--- config.mk ---
export PLATFORM = sky130hd
export DESIGN_NAME = demux1_8_deser
export DESIGN_NICKNAME = d
export VERILOG_FILES = /design/src/rtl/demux_pkg.sv /design/src/rtl/demux1_8_deser_lane_index_ctr.sv /design/src/rtl/demux1_8_deser.sv
export SDC_FILE = /design/constraint.sdc
export NUM_CORES = 1
export LEC_CHECK = 0
export ABC_AREA = 1
export CAP_MARGIN = 30
export CORE_UTILIZATION = 40
export CTS_CLUSTER_DIAMETER = 120
export DETAILED_ROUTE_END_ITERATION = 10
export GPL_TIMING_DRIVEN = 0
export HOLD_SLACK_MARGIN = 0.05
export PLACE_DENSITY = 0.73
export SYNTH_ARGS = -nofsm -noshare
export SYNTH_HDL_FRONTEND = slang
export SYNTH_SLANG_ARGS = --single-unit
--- constraint.sdc ---
create_clock -name clk -period 3.7 [get_ports clk]
set_input_delay 0.555 -clock clk [delete_from_list [all_inputs] [get_ports clk]]
set_output_delay 0.555 -clock clk [all_outputs]
set_load 0.005 [all_outputs]
--- src/rtl/demux_pkg.sv ---
// Shared types, default sizes and the lane-mapping helper for the serial-to-parallel
// demultiplexer (demux1_8_deser) and its lane index counter.
package demux_pkg;

  localparam int DEMUX_LANES = 8;
  localparam int DEMUX_SEL_W = 3;

  typedef enum logic [1:0] {
    COLLECT,
    FULL,
    PARITY
  } state_e;

  // Translate a counter index into the physical lane it fills.
  function automatic int map_lane(input int idx, input int lanes, input bit lsb_first);
    return lsb_first ? idx : (lanes - 1 - idx);
  endfunction

endpackage

--- src/rtl/demux1_8_deser_lane_index_ctr.sv ---
// Lane index counter: increments per stored bit, wraps naturally at 2**SEL_W,
// and can be synchronously cleared (clear applies before the increment).
module lane_index_ctr
  import demux_pkg::*;
#(
  parameter int SEL_W = DEMUX_SEL_W
) (
  input  logic             clk_i,
  input  logic             rst_ni,
  input  logic             inc_i,
  input  logic             clr_i,
  output logic [SEL_W-1:0] sel_o,
  output logic             wrap_o
);

  logic [SEL_W-1:0] sel_q, sel_d;

  always_comb begin
    sel_d = sel_q;
    if (clr_i) sel_d = '0;
    if (inc_i) sel_d = sel_d + SEL_W'(1);
  end

  always_ff @(posedge clk_i or negedge rst_ni) begin
    if (!rst_ni) sel_q <= '0;
    else         sel_q <= sel_d;
  end

  assign sel_o  = sel_q;
  assign wrap_o = &sel_q;

endmodule

--- src/rtl/demux1_8_deser.sv ---
// Serial-to-parallel demultiplexer: assembles LANES serial bits into a word on a valid/ready port.
// Define DEMUX1_8_PARITY_EN to expect an even-parity bit after each word and report parity_err.
module demux1_8_deser
  import demux_pkg::*;
#(
  parameter int LANES     = DEMUX_LANES,
  parameter int SEL_W     = DEMUX_SEL_W,
  parameter int LSB_FIRST = 1
) (
  input  logic             clk,
  input  logic             rst_n,
  input  logic             in_valid,
  input  logic             in_bit,
  output logic             in_ready,
  input  logic             frame_sync,
  output logic             out_valid,
  input  logic             out_ready,
  output logic [LANES-1:0] out_data,
  output logic [SEL_W-1:0] sel,
  output logic             overrun
`ifdef DEMUX1_8_PARITY_EN
  ,output logic            parity_err
`endif
);

  state_e           state_q, state_d;
  logic [LANES-1:0] shadow_q, shadow_d;
  logic [LANES-1:0] out_data_q, out_data_d;
  logic             out_valid_q, out_valid_d;
  logic             overrun_q, overrun_d;
`ifdef DEMUX1_8_PARITY_EN
  logic             parity_err_q, parity_err_d;
`endif

  logic             accept;
  logic             store_bit;
  logic             last_lane;
  logic [SEL_W-1:0] sel_cnt;
  logic [SEL_W-1:0] lane_idx;

  assign in_ready = (state_q == FULL) ? out_ready : 1'b1;
  assign accept   = in_valid & in_ready;

  // A bit accepted in PARITY is the parity bit itself unless a sync restarts the word with it.
  assign store_bit = accept & ((state_q != PARITY) | frame_sync);

  // frame_sync takes effect before the bit, so a same-cycle bit lands in lane map(0).
  assign lane_idx = SEL_W'(map_lane(frame_sync ? 0 : int'(sel_cnt), LANES, LSB_FIRST != 0));

  lane_index_ctr #(
    .SEL_W (SEL_W)
  ) u_ctr (
    .clk_i  (clk),
    .rst_ni (rst_n),
    .inc_i  (store_bit),
    .clr_i  (frame_sync),
    .sel_o  (sel_cnt),
    .wrap_o (last_lane)
  );

  always_comb begin
    state_d     = state_q;
    shadow_d    = frame_sync ? '0 : shadow_q;
    out_data_d  = out_data_q;
    out_valid_d = out_valid_q;
    overrun_d   = overrun_q | (in_valid & ~in_ready);
`ifdef DEMUX1_8_PARITY_EN
    parity_err_d = parity_err_q;
`endif
    if (store_bit) shadow_d[lane_idx] = in_bit;

    case (state_q)
      COLLECT: begin
        if (accept && last_lane && !frame_sync) begin
`ifdef DEMUX1_8_PARITY_EN
          state_d = PARITY;
`else
          out_data_d  = shadow_d;
          out_valid_d = 1'b1;
          shadow_d    = '0;
          state_d     = FULL;
`endif
        end
      end
      FULL: begin
        if (out_ready) begin
          out_valid_d = 1'b0;
          state_d     = COLLECT;
        end
      end
`ifdef DEMUX1_8_PARITY_EN
      PARITY: begin
        if (frame_sync) begin
          state_d = COLLECT;
        end else if (accept) begin
          out_data_d   = shadow_q;
          parity_err_d = ^{shadow_q, in_bit};
          out_valid_d  = 1'b1;
          shadow_d     = '0;
          state_d      = FULL;
        end
      end
`endif
      default: state_d = COLLECT;
    endcase
  end

  always_ff @(posedge clk or negedge rst_n) begin
    if (!rst_n) begin
      state_q     <= COLLECT;
      shadow_q    <= '0;
      out_data_q  <= '0;
      out_valid_q <= 1'b0;
      overrun_q   <= 1'b0;
    end else begin
      state_q     <= state_d;
      shadow_q    <= shadow_d;
      out_data_q  <= out_data_d;
      out_valid_q <= out_valid_d;
      overrun_q   <= overrun_d;
    end
  end

`ifdef DEMUX1_8_PARITY_EN
  always_ff @(posedge clk or negedge rst_n) begin
    if (!rst_n) parity_err_q <= 1'b0;
    else        parity_err_q <= parity_err_d;
  end

  assign parity_err = parity_err_q;
`endif

  assign out_data  = out_data_q;
  assign out_valid = out_valid_q;
  assign overrun   = overrun_q;
  assign sel       = sel_cnt;

endmodule

Word-level counts from Yosys, hierarchy flattened
Index checks and enable logic that the tools add are counted.
Cells by class
  add/sub/neg operators: 1
  $lt $le $gt $ge: 2
  equality and inequality tests: 4
  multiplexer cells: 17
  bitwise operators: 6
  reductions and logical operators: 10
Operators with widths (count)
  $mux W8: 4
  $mux W3: 3
  $bwmux W8: 1
  $ne A2 B2 Y1 const B: 3
  $reduce_and A3 Y1: 2
  $lt A3 B4 Y1 const B: 1
  $mux W1: 4
  $mux W2: 2
  $pmux W2 S2: 1
  $reduce_and A2 Y1: 2
  $add A3 B1 Y3 const B: 1
  $and A1 B1 Y1: 3
  $demux W1 S3: 1
  $ge A3 B1 Y1 const B: 1
  $logic_and A1 B1 Y1: 3
  $eq A2 B1 Y1 const B: 1
  $logic_not A2 Y1: 1
  $or A1 B1 Y1: 2
  $pmux W1 S2: 1
  $reduce_bool A2 Y1: 1
  $logic_not A1 Y1: 1
  $not A1 Y1: 1
Word-level totals
  flip-flop bits (word level): 23
  input bits: 6
  output and inout bits: 14
  logic and storage cells: 46

Longest topological paths before layout
  word-level depth: 9
  mapped depth: 9
  gate-level depth less buffers: 9

Cells and area by module
From an unflattened synthesis, not the netlist that was laid out.
Second synthesis, totals
  cells, all modules: 139
  area, all modules: 1083.5 um2
By module, submodules not included
  demux1_8_deser: instances 1, cells each 115, area an instance 914.6 um2, seq. area each 450.4 um2
  lane_index_ctr: instances 1, cells each 24, area an instance 168.9 um2, seq. area each 75.1 um2

Worst setup path after synthesis
No wires, ideal clock.
  path kind: input -> register
  start point: input frame_sync
  end point: register out_data_q[0], in the netlist out_data[0]
  library setup time: 0.118 ns
  data arrival time: 1.234 ns
  required time: 3.582 ns
  slack: 2.348 ns
  stages: 6
  path buffers: 0
  cell sequence: inv_2 > nand2_2 > nor3_4 > inv_2 > nand2_1 > nand2_1
Between the ends
  word-level cells in the longest chain between the ends: 7
  elaborated cells between the ends (all ways): 14
  classes of those cells: order compare: 2; mux: 6; bitwise: 2; reduce/logical: 4
RTL lines
  start: declaration: line demux1_8_deser.sv:15  | input logic frame_sync,
  $mux W3: line demux1_8_deser.sv:48  | assign lane_idx = SEL_W'(map_lane(frame_sync ? 0 : int'(sel_cnt), LANES, LSB_FIRST != 0));
  $lt A3 B4 Y1 (not written as such) / $ge A3 B1 Y1 (equally long branches): line demux1_8_deser.sv:70  | if (store_bit) shadow_d[lane_idx] = in_bit;
  $logic_and A1 B1 Y1 (not written as such): line demux1_8_deser.sv:70
  $mux W1 (not written as such): line demux1_8_deser.sv:70
  $demux W1 S3: line demux1_8_deser.sv:70
  $bwmux W8: line demux1_8_deser.sv:70
  $mux W8: line demux1_8_deser.sv:70
  end signal: assignment: line demux1_8_deser.sv:118  | out_data_q <= out_data_d;
  end: declaration: line demux1_8_deser.sv:28  | logic [LANES-1:0] out_data_q, out_data_d;
Parallel ways exist; a longest one is shown, timed or not.
A chain may end at the register's enable or synchronous reset.

Worst setup path in the final report
  start point: input out_ready
  end point: output in_ready
Between the ends
  word-level cells in the longest chain between the ends: 1
RTL lines
  start: declaration: line demux1_8_deser.sv:17  | input logic out_ready,
  $mux W1: line demux1_8_deser.sv:41  | assign in_ready = (state_q == FULL) ? out_ready : 1'b1;
  end: declaration: line demux1_8_deser.sv:14  | output logic in_ready,
Every way passes these cells.

==> flow_summary.toml <==
[worst_setup_path]
worstPathArrival_ps = 1690
start_kind = "input pin"
crit_type = "in2out"
crit_fanout = 4
crit_required_ps = 3140
worstSetupEndpointType = "output port"

[routing]
dr_total_vias = 834
drc = 0
vias_per_cell = 4.88
drtAntennaViolNets = 0
wl_per_cell_um = 11.2
drtPass1Iterations = 4
drt_iter0_drc = 12
routed_wl_mm = 1.92

[yosys]
ys_seq_area_share_pct = 50.4
syn-cell-area_um2 = 993
syn_inst = 121
ys_warn_count = 0
synth_seq_cells = 20
synthDistinctLibCells = 21
syn_area_per_cell_um2 = 8.21
syn-num-nets = 127

[clock_network]
post_cts_buffers = 0
numCtsBuffers = 3
clk_path_buf_depth = 2
cts_root_buf = "clkbuf_4"
cts_tree = "yes"
path_clk_slew_ps = 100
cts_hold_buf = 0
clk_latency_ps = 300
cts-resized-gates = 0
htreeDepth = 1
clock-sinks = 20

[outcome]
status = "finished clean"

[timing]
holdWs_ps = 481
drv_slew = 0
period_needed_ps = 2240
rsz0062_at_grt = "false"
slew_headroom_pct = 41.0
hold_viol = 0
period_share_pct = 60.6
final.setup.tns_ps = 0
finalSetupViolCount = 0
final.setup_skew_ps = 4.21
max_freq_ghz = 0.446
tightest_slew_ps = 883

[die]
die_w_um = 51.8
initial_core_util_pct = 43.7
rows = 17
core_um2 = 2280
die_area_um2 = 2690
io_pins = 20
die_h_um = 51.8

[global_routing]
grt_first_pass_wirelength_mm = 3.26
overflow = 0
grt_pass1_vias = 777
antenna_found_initial = 0
track_usage_pct = 16.8
grt_max_degree = 21

[cells_and_area]
final_cell_mix = "nand2_1 (46), dfrtp_1 (20), clkdlybuf4s50_1 (19)"
drive_gt1_share_pct = 11.2
fin_cells = 171
area_growth_syn_to_layout_pct = 24.9
fin_nets = 151
fillCellCount = 210
n_antenna_cell = 0
final_area_um2 = 1240
final_common_cell = "nand2_1"
final_util_pct = 54.5

[power]
leakage_nw = 0.622
power_density_nw_per_um2 = 321
ir_drop_mv = 0.223

[placed_design]
place_area_um2 = 1220
routabilityCongestion = 0.768
io_buffers = 19
dp.cells = 168
hpwlAfterDp_mm = 1.45

[hold_path]
hold_path.class = "reg2reg"

[run]
drv_cap = 0
[registers in the layout, summed over array words and instances, names as in the netlist]
name and cells:
out_data 8, overrun 1, out_valid 1, shadow_q 7, u_ctr.sel_o 3
[per-layer routing]
layer  up-vias  wire [um]  share of wire, %  global-route usage (%)
li1        420          -                 -                       -
met1       399        871                45                    20.3
met2        13        963                50                    27.8
met3         2         53               2.8                    3.80
met4         0         26               1.4                    8.11
met5         -          0                 0                       0
[report_power, final]
group,internal [W],switching (W)
combinational,0.0000277,0.0000325
clock,0.0000379,0.0000618
sequential,0.000229,0.00000861
[synth_stat cells]
cell type | n | area [um2]
nand3b_1 | 1 | 7.51
nand2_4 | 2 | 22.5
nand2_1 | 46 | 173
xnor2_1 | 1 | 8.76
inv_2 | 2 | 7.51
nand3_2 | 1 | 10.0
a21oi_1 | 3 | 15.0
dfrtp_1 | 20 | 500
nor2_2 | 1 | 6.26
buf_6 | 1 | 11.3
nand3b_4 | 1 | 20.0
nand4_1 | 1 | 6.26
nor3_4 | 1 | 16.3
a31o_2 | 1 | 8.76
inv_1 | 10 | 37.5
nand3_1 | 12 | 60.1
nor2_4 | 1 | 11.3
nor2_1 | 12 | 45.0
nand2_2 | 2 | 12.5
xor2_1 | 1 | 8.76
o21ai_0 | 1 | 5.00
[logic make-up after synthesis]
logic type / count (synthesis) / share of synthesized area [%]
XOR/XNOR: 2 / 1.76
AO/OA/AOI/OAI: 5 / 2.90
flip-flops: 20 / 50.4
AND/OR/NAND/NOR: 81 / 39.3
buffers and inverters: 13 / 5.67
[final timing paths]
check                           slack (ps)   startpoint  cells past startpoint           to
worst min register to register         480  out_data[7]                      2  out_data[7]
min in group asynchronous              750        rst_n                      1  shadow_q[2]
worst min-delay path                   480  out_data[7]                      2  out_data[7]
worst max-delay path                  1460    out_ready                      4     in_ready
max in group asynchronous             2410        rst_n                      1  shadow_q[6]
worst max register to register        2260    out_valid                      6  out_data[2]
[through the flow]
stage / power (W) / setup WS [ps]
2_1_floorplan: 0.000272 / 2350
3_3_place_gp: 0.000301 / 1470
3_5_place_dp: 0.000303 / 1450
4_1_cts: 0.000405 / 1450
5_1_grt: 0.000422 / 1420
6_report: 0.000398 / 1460
[layout make-up]
class	count	area [um2]	area share (%)
plain buffers	1	11.3	0.907
clock buffers	3	22.5	1.81
inverters	12	45.0	3.63
multi-input cells	88	437	35.2
flip-flops and latches	20	500	40.3
well taps	28	35.0	2.82
repair buffers	19	190	15.3
[critical path, stage by stage]
cell and delay [ps]:
clkdlybuf4s50_1 460, inv_1 70, nand2_4 100, clkdlybuf4s50_1 510
(Power assumes the default switching activity.)
==> edit: new RTL, same settings <==
Put one more register stage on the output `overrun`. The value now appears one clock later. The other outputs are not delayed to match.
--- a/src/rtl/demux1_8_deser.sv
+++ b/src/rtl/demux1_8_deser.sv
@@ -132,7 +132,9 @@
 
   assign out_data  = out_data_q;
   assign out_valid = out_valid_q;
-  assign overrun   = overrun_q;
+  always_ff @(posedge clk) begin
+    overrun <= overrun_q;
+  end
   assign sel       = sel_cnt;
 
 endmodule
Behaviour: not the same (a bounded check fails within 10 cycles, from zero or initial values and one cycle with rst_n low).
==> edit against the original RTL <==
Synthesized cell count rose by 0.83%. Sequential cell count rose by 1. Power rose by 5.0%. Largest power group unchanged. Combinational power fell by 0.8%. Synthesized area rose by 2.0%. Routed wire length rose by 2.3%. Worst setup slack got worse by 0.0038 ns. Clock skew fell by 0.0021 ns. Largest cell class unchanged. Sequential power rose by 5%. Clock power rose by 8%. Cell count rose by 1.2%. Worst hold slack got worse by 0.089 ns. Cell area rose by 1.9%.
==> edit: results (changes against the original RTL) <==
Detail Placement HPWL 1430 µm (-1.3%); Hold Crit Depth 0 (-2); GR Util met2 28.9% (+1.1 points); wire per inst 11.3 µm (+1.1%); Async SR Flop Fraction 95.2% (-4.8 points); Unique masters post-synth 22 (+4.8%); Compound-Gate Fraction of Synth Area 2.84% (-0.057 points); Post-layout nets 152 (+0.66%); sequential-to-total area share from yosys stat 51.4% (+0.98 points); GRT met1 Usage 20.7% (+0.43 points); outcome finished, final reports clean; capturing point of the worst reg2reg path out_data[5]$_DFFE_PN0P_; Vias 842 (+0.96%); met2 WL post-DR 965 µm (+0.21%); XOR/XNOR Fraction of Synth Area 1.73% (-0.035 points); GR met3 Demand/Resource 2.61% (-1.2 points); first-pass GRT wire length 3300 µm (+1.3%); LEAKAGE 0.631 nW (+1.5%); GRT Util Overall 16.6% (-0.16 points); relative slew slack 41.7% (+0.70 points); Worst Clk Skew 0.00214 ns (-0.00207 ns); min-delay src overrun_q$_DFF_PN0_; peak supply drop 0.000202 V (-9.3%); end of the worst hold path overrun$_DFF_P_; Syn Nets 128 (+0.79%); Peak Freq 0.445 GHz (-0.17%); ranking of synthesized cells by area dfrtp_1 (49%), nand2_1 (17%), nand3_1 (5.9%); routed wl met3 77 µm (+45%)
[edit: layout make-up]
type / instances / area [µm²] / share of cell area (%)
plain buffers: 1 / 11.3 / 0.890
clock buffers: 4 / 26.3 / 2.08
inverters: 12 / 45.0 / 3.56
multi-input cells: 88 / 437 / 34.5
flip-flops and latches: 21 / 520 / 41.1
well taps: 28 / 35.0 / 2.77
repair buffers: 19 / 190 / 15.0
[edit: kinds of logic (layout without fill, tap and decap cells)]
logic type | Yosys count | after routing
DFF | 21 | 21
AOI/OAI and AO/OA | 5 | 5
and+or+nand+nor | 81 | 81
buffers and inverters | 13 | 36
xor gates and xnor gates | 2 | 2
[edit: power breakdown]
part           leakage [nW]  switching (mW)  internal (mW)
Clock                0.0150          0.0664         0.0420
Sequential            0.281         0.00898          0.241
Combinational         0.335          0.0319         0.0277
[edit: stage by stage]
stage          power [mW]  instances
6_report            0.418        173
5_1_grt             0.443        173
4_1_cts             0.424        173
3_5_place_dp        0.315        169
3_3_place_gp        0.313        169
2_1_floorplan       0.284        122
